`src/rtl/seg_scan_ctrl.sv`:
```
// Multiplexed hex display scanner: one shared decoder, NUM_DIGITS common-anode digits,
// inter-digit blanking, leading-zero suppression and frame-aligned value updates.
module seg_scan_ctrl #(
  parameter int NUM_DIGITS = 4,
  parameter int DWELL      = 50000,
  parameter int BLANK      = 1000
) (
  input  logic                    clk,
  input  logic                    rst,
  input  logic [4*NUM_DIGITS-1:0] value_in,
  input  logic                    load,
  input  logic                    lz_en,
  output logic [3:0]              hex_out,
  output logic                    seg_blank,
  output logic [NUM_DIGITS-1:0]   dig_an,
  output logic                    load_ack,
  output logic                    frame_done
);

  localparam int MAXC = (DWELL > BLANK) ? DWELL : BLANK;
  localparam int CW   = (MAXC > 1) ? $clog2(MAXC) : 1;
  localparam int IW   = $clog2(NUM_DIGITS);

  localparam logic [CW-1:0] DW_LAST  = CW'(DWELL - 1);
  localparam logic [CW-1:0] BL_LAST  = CW'((BLANK > 0) ? BLANK - 1 : 0);
  localparam logic [IW-1:0] IDX_LAST = IW'(NUM_DIGITS - 1);
  localparam logic [NUM_DIGITS-1:0] AN_RST = {{(NUM_DIGITS-1){1'b1}}, 1'b0};

  typedef enum logic {S_DRIVE, S_BLANK} state_t;

  state_t                         state_q, state_d;
  logic [IW-1:0]                  idx_q, idx_d;
  logic [CW-1:0]                  cnt_q, cnt_d;
  logic [NUM_DIGITS-1:0][3:0]     shadow_q, shadow_d;
  logic [NUM_DIGITS-1:0][3:0]     pend_q, pend_d;
  logic                           pend_v_q, pend_v_d;
  logic [NUM_DIGITS-1:0]          an_q, an_d;
  logic [3:0]                     hex_q, hex_d;
  logic                           blank_q, blank_d;
  logic                           ack_q, ack_d;
  logic                           fd_q, fd_d;
  logic                           adv, boundary, sup;

  always_comb begin
    state_d  = state_q;
    idx_d    = idx_q;
    cnt_d    = cnt_q + CW'(1);
    shadow_d = shadow_q;
    pend_d   = pend_q;
    pend_v_d = pend_v_q;
    adv      = 1'b0;
    boundary = 1'b0;

    case (state_q)
      S_DRIVE: begin
        if (cnt_q == DW_LAST) begin
          cnt_d = '0;
          if (BLANK == 0) adv = 1'b1;
          else            state_d = S_BLANK;
        end
      end
      S_BLANK: begin
        if (cnt_q == BL_LAST) begin
          cnt_d = '0;
          adv   = 1'b1;
        end
      end
      default: begin
        state_d = S_DRIVE;
        cnt_d   = '0;
      end
    endcase

    if (adv) begin
      state_d = S_DRIVE;
      if (idx_q == IDX_LAST) begin
        idx_d    = '0;
        boundary = 1'b1;
      end else begin
        idx_d = idx_q + IW'(1);
      end
    end

    // Commit uses the old pending value, so a load in the commit cycle waits a frame.
    if (boundary && pend_v_q) begin
      shadow_d = pend_q;
      pend_v_d = 1'b0;
    end
    if (load) begin
      pend_d   = value_in;
      pend_v_d = 1'b1;
    end

    sup = lz_en && (idx_d != '0);
    for (int i = 0; i < NUM_DIGITS; i++) begin
      if (i >= int'(idx_d) && shadow_d[i] != 4'h0) sup = 1'b0;
    end

    // Outputs are registered from the next state so they line up with state_q.
    an_d    = '1;
    hex_d   = hex_q;
    blank_d = 1'b1;
    if (state_d == S_DRIVE) begin
      an_d[idx_d] = 1'b0;
      hex_d       = shadow_d[idx_d];
      blank_d     = sup;
    end
    ack_d = boundary && pend_v_q;
    fd_d  = boundary;
  end

  always_ff @(posedge clk) begin
    if (rst) begin
      state_q  <= S_DRIVE;
      idx_q    <= '0;
      cnt_q    <= '0;
      shadow_q <= '0;
      pend_q   <= '0;
      pend_v_q <= 1'b0;
      an_q     <= AN_RST;
      hex_q    <= 4'h0;
      blank_q  <= 1'b0;
      ack_q    <= 1'b0;
      fd_q     <= 1'b0;
    end else begin
      state_q  <= state_d;
      idx_q    <= idx_d;
      cnt_q    <= cnt_d;
      shadow_q <= shadow_d;
      pend_q   <= pend_d;
      pend_v_q <= pend_v_d;
      an_q     <= an_d;
      hex_q    <= hex_d;
      blank_q  <= blank_d;
      ack_q    <= ack_d;
      fd_q     <= fd_d;
    end
  end

  assign dig_an     = an_q;
  assign hex_out    = hex_q;
  assign seg_blank  = blank_q;
  assign load_ack   = ack_q;
  assign frame_done = fd_q;

endmodule
```
`config.mk`:
```
export PLATFORM = sky130hd
export DESIGN_NAME = seg_scan_ctrl
export DESIGN_NICKNAME = d
export VERILOG_FILES = /design/src/rtl/seg_scan_ctrl.sv
export SDC_FILE = /design/constraint.sdc
export NUM_CORES = 1
export LEC_CHECK = 0
export ABC_CLOCK_PERIOD_IN_PS = 5090
export CORE_MARGIN = 2
export CORE_UTILIZATION = 48
export DETAILED_ROUTE_END_ITERATION = 6
export HOLD_SLACK_MARGIN = 0.15
export PLACE_DENSITY = 0.69
export SYNTH_ARGS = -nofsm -noshare
export SYNTH_HDL_FRONTEND = slang
export SYNTH_SLANG_ARGS = --single-unit
```
`constraint.sdc`:
```
create_clock -name clk -period 5.09 [get_ports clk]
set_input_delay 0.7635 -clock clk [delete_from_list [all_inputs] [get_ports clk]]
set_output_delay 0.7635 -clock clk [all_outputs]
set_load 0.02 [all_outputs]
```
==> reports/metrics.yaml <==
status: "finished clean"
fp.dieW_um: 77.7
rows: 26
yosysWarnings: 0
clock_sinks: 63
critical_path_class: "reg2reg"
yosysTopAreaCellShare: 0.484
synthArstFlopShare: 0
irDropWorstVdd_uv: 245
timing.rr.start: "cnt_q[13]$_SDFF_PP0_"
setup_violations: 0
synth_seq_cells: 63
slew_headroom: 0.243
path_buf_inv: 0
startpoint_type: "register"
clk_pin_slew_ns: 0.06
clockBufferDepth: 2
grt_max_degree: 49
cts_tree: "yes"
power_density_nw_per_um2: 334
grt_pass1_vias: 1809
seqPwrFrac: 0.485
hold_violations: 0
die_y_um: 77.7
grt_pass1_wl_um: 8670
synth_top_flop_cell: "dfxtp_1"
clk_latency_ns: 0.34
cp-end-kind: "register"
htreeDepth: 3
worstHoldPathType: "reg2reg"
insertedDiodeCount: 0
cp_max_fo: 19
p_leak_nw: 1.17
arrival_ns: 2.79
slowest_delay_ns: 0.55
p_comb_frac: 0.043
dpl.hpwl_um: 3460
dpl.cell_count: 360
seq_area_frac_synth: 0.484
synth_edf_count: 0
cts_root_buffer: "clkbuf_8"
routabilityCongestion: 0.796
io_pins: 31
instances_no_fill: 375
dr.pass1.iters: 4
syn_area_sq_um: 2610
die_area_sq_um: 6040
cts_inserted_buffers: 9
nFillCells: 461
routedWlPerCell_um: 13.9
ctsHoldBuffers: 0
vias: 2008
pre_cts_ws_ns: 2.46
postRouteAntennaNets: 0
switching_share: 0.202
required_ns: 5.32
synth_area_leaders: "dfxtp_1 48%, mux2i_1 14%, nor2_1 9.2%, xnor2_1 3.0%, a21oi_1 1.9%"
overflow: 0
final_max_slew_viol_count: 0
path_cells: "or4_4 > nor3_4 > and4_4 > mux2i_1 > o22ai_1 > o31a_1"
cts_resized: 0
rsz0062_at_grt: "no"
p_int_mw: 0.841
initial_utilization: 0.504
critPathTopFamily: "simple AND/OR/NAND/NOR gates"
hold_start: "cnt_q[0]$_SDFF_PP0_"
syn2layout_area_growth_pct: 21.0
drc: 0
worst_hold_slack_ns: 0.445
postCtsSetupRepairBufs: 0
fin_crit_ns: 2.55
postSynthCellCount: 270
netlist.top_cell.by_area: "dfxtp_1"
startpoint: "cnt_q[13]$_SDFF_PP0_"
synth_nets: 292
grt_usage: 0.187
finalWorstSetupSlack_ns: 2.54
post-route-period-util: 0.502
wl_um: 5210
max_freq_ghz: 0.391
drv_cap: 0
p_switching_mw: 0.212
worst_pin_slew_ns: 1.13
final_net_count: 323
postSynthAreaPerCell_sq_um: 9.66
slowest_stage: "or4_4"
skew_ns: 0.00847
antenna_found_initial: 0
synth.distinct_cells: 42
port_buffers: 30
pwr-share-clk: 0.472
layout-drive-gt1-share: 0.0787
tns_ns: 0
fp.coreArea_sq_um: 5170
vias_per_cell: 5.35
first_iter_violations: 88
[logic make-up after synthesis]
family	synth area share
buffers and inverters	0.0389
AND/OR/NAND/NOR	0.203
multiplexers	0.148
AO/OA/AOI/OAI	0.0701
XOR/XNOR	0.0470
flip-flops	0.484
adder cells (fa/ha/maj)	0.00960
[sequential cells by signal (all words and copies together), names as in the netlist]
signal and flops:
cnt_q 16, dig_an 4, frame_done 1, hex_out 4, idx_q 2, load_ack 1, pend_q 16, pend_v_q 1
seg_blank 1, shadow_q 16, state_q 1
[per-stage QoR]
| step | power, mW | utilization | instance area [sq um] |
|---|---|---|---|
| final | 1.05 | 0.610 | 3150 |
| after global routing | 1.09 | 0.610 | 3150 |
| after CTS | 1.06 | 0.610 | 3150 |
| after detailed placement | 0.568 | 0.565 | 2920 |
| after global placement | 0.566 | 0.565 | 2920 |
| after floorplan | 0.546 | - | 2610 |
[synth_stat cells, types with 2 or more instances]
library cell / instances
mux2i_1: 36
clkbuf_1: 7
a21oi_1: 10
nand4b_1: 2
inv_1: 6
nor2_1: 64
nand3_1: 8
xor2_1: 5
o31a_1: 4
o22ai_1: 4
ha_1: 2
and3_1: 6
nor4_1: 7
buf_12: 2
o21ai_0: 3
nand2_1: 3
o21ai_1: 3
or3_1: 3
nand2b_1: 2
dfxtp_1: 63
xnor2_1: 9
[power groups by stage]
stage / combinational [mW] / clock, mW / sequential, mW
final: 0.0456 / 0.497 / 0.511
after global placement: 0.0447 / 0 / 0.522
after CTS: 0.0461 / 0.503 / 0.511
after floorplan: 0.0264 / 0 / 0.519
after detailed placement: 0.0458 / 0 / 0.522
after global routing: 0.0509 / 0.527 / 0.512
[placed cells by master, fill, tap and decap left out, types with 2 or more instances in the layout]
cell              n
nor2_1           64
xor2_1            5
nand3_1           8
nand2b_1          2
o22ai_1           4
and3_1            6
o21ai_0           3
xnor2_1           9
clkbuf_8         12
or3_1             3
nor4_1            7
clkdlybuf4s50_1  30
inv_1             6
bufinv_16         2
a21oi_1          10
nand4b_1          2
nand2_1           3
dfxtp_1          63
ha_1              2
o21ai_1           3
mux2i_1          36
o31a_1            4
[path summary, 6_finish.rpt]
path	depth (start not counted)	end	slack, ns
max	6	hex_out[0]$_SDFFE_PP0N_	2.54
min	1	cnt_q[0]$_SDFF_PP0_	0.45
max reg2reg	6	hex_out[0]$_SDFFE_PP0N_	2.54
min reg2reg	1	cnt_q[0]$_SDFF_PP0_	0.45
[layout make-up]
type | count | area, sq um | area share
Timing Repair Buffer | 31 | 308 | 0.0976
Inverter | 6 | 22.5 | 0.00714
Clock inverter | 3 | 65.1 | 0.0206
Multi-Input combinational cell | 190 | 1240 | 0.395
Clock buffer | 12 | 165 | 0.0524
Sequential cell | 63 | 1260 | 0.400
Tap cell | 70 | 87.6 | 0.0278
[routing by layer]
metal  up-vias  global-route usage  part of all wire
met1       944               0.256              0.50
met5         -                   0                 0
met3        11              0.0500             0.050
met4         0               0.102             0.018
met2        49               0.267              0.43
li1       1004                   -                 -
Power figures use the tool's default switching activity.
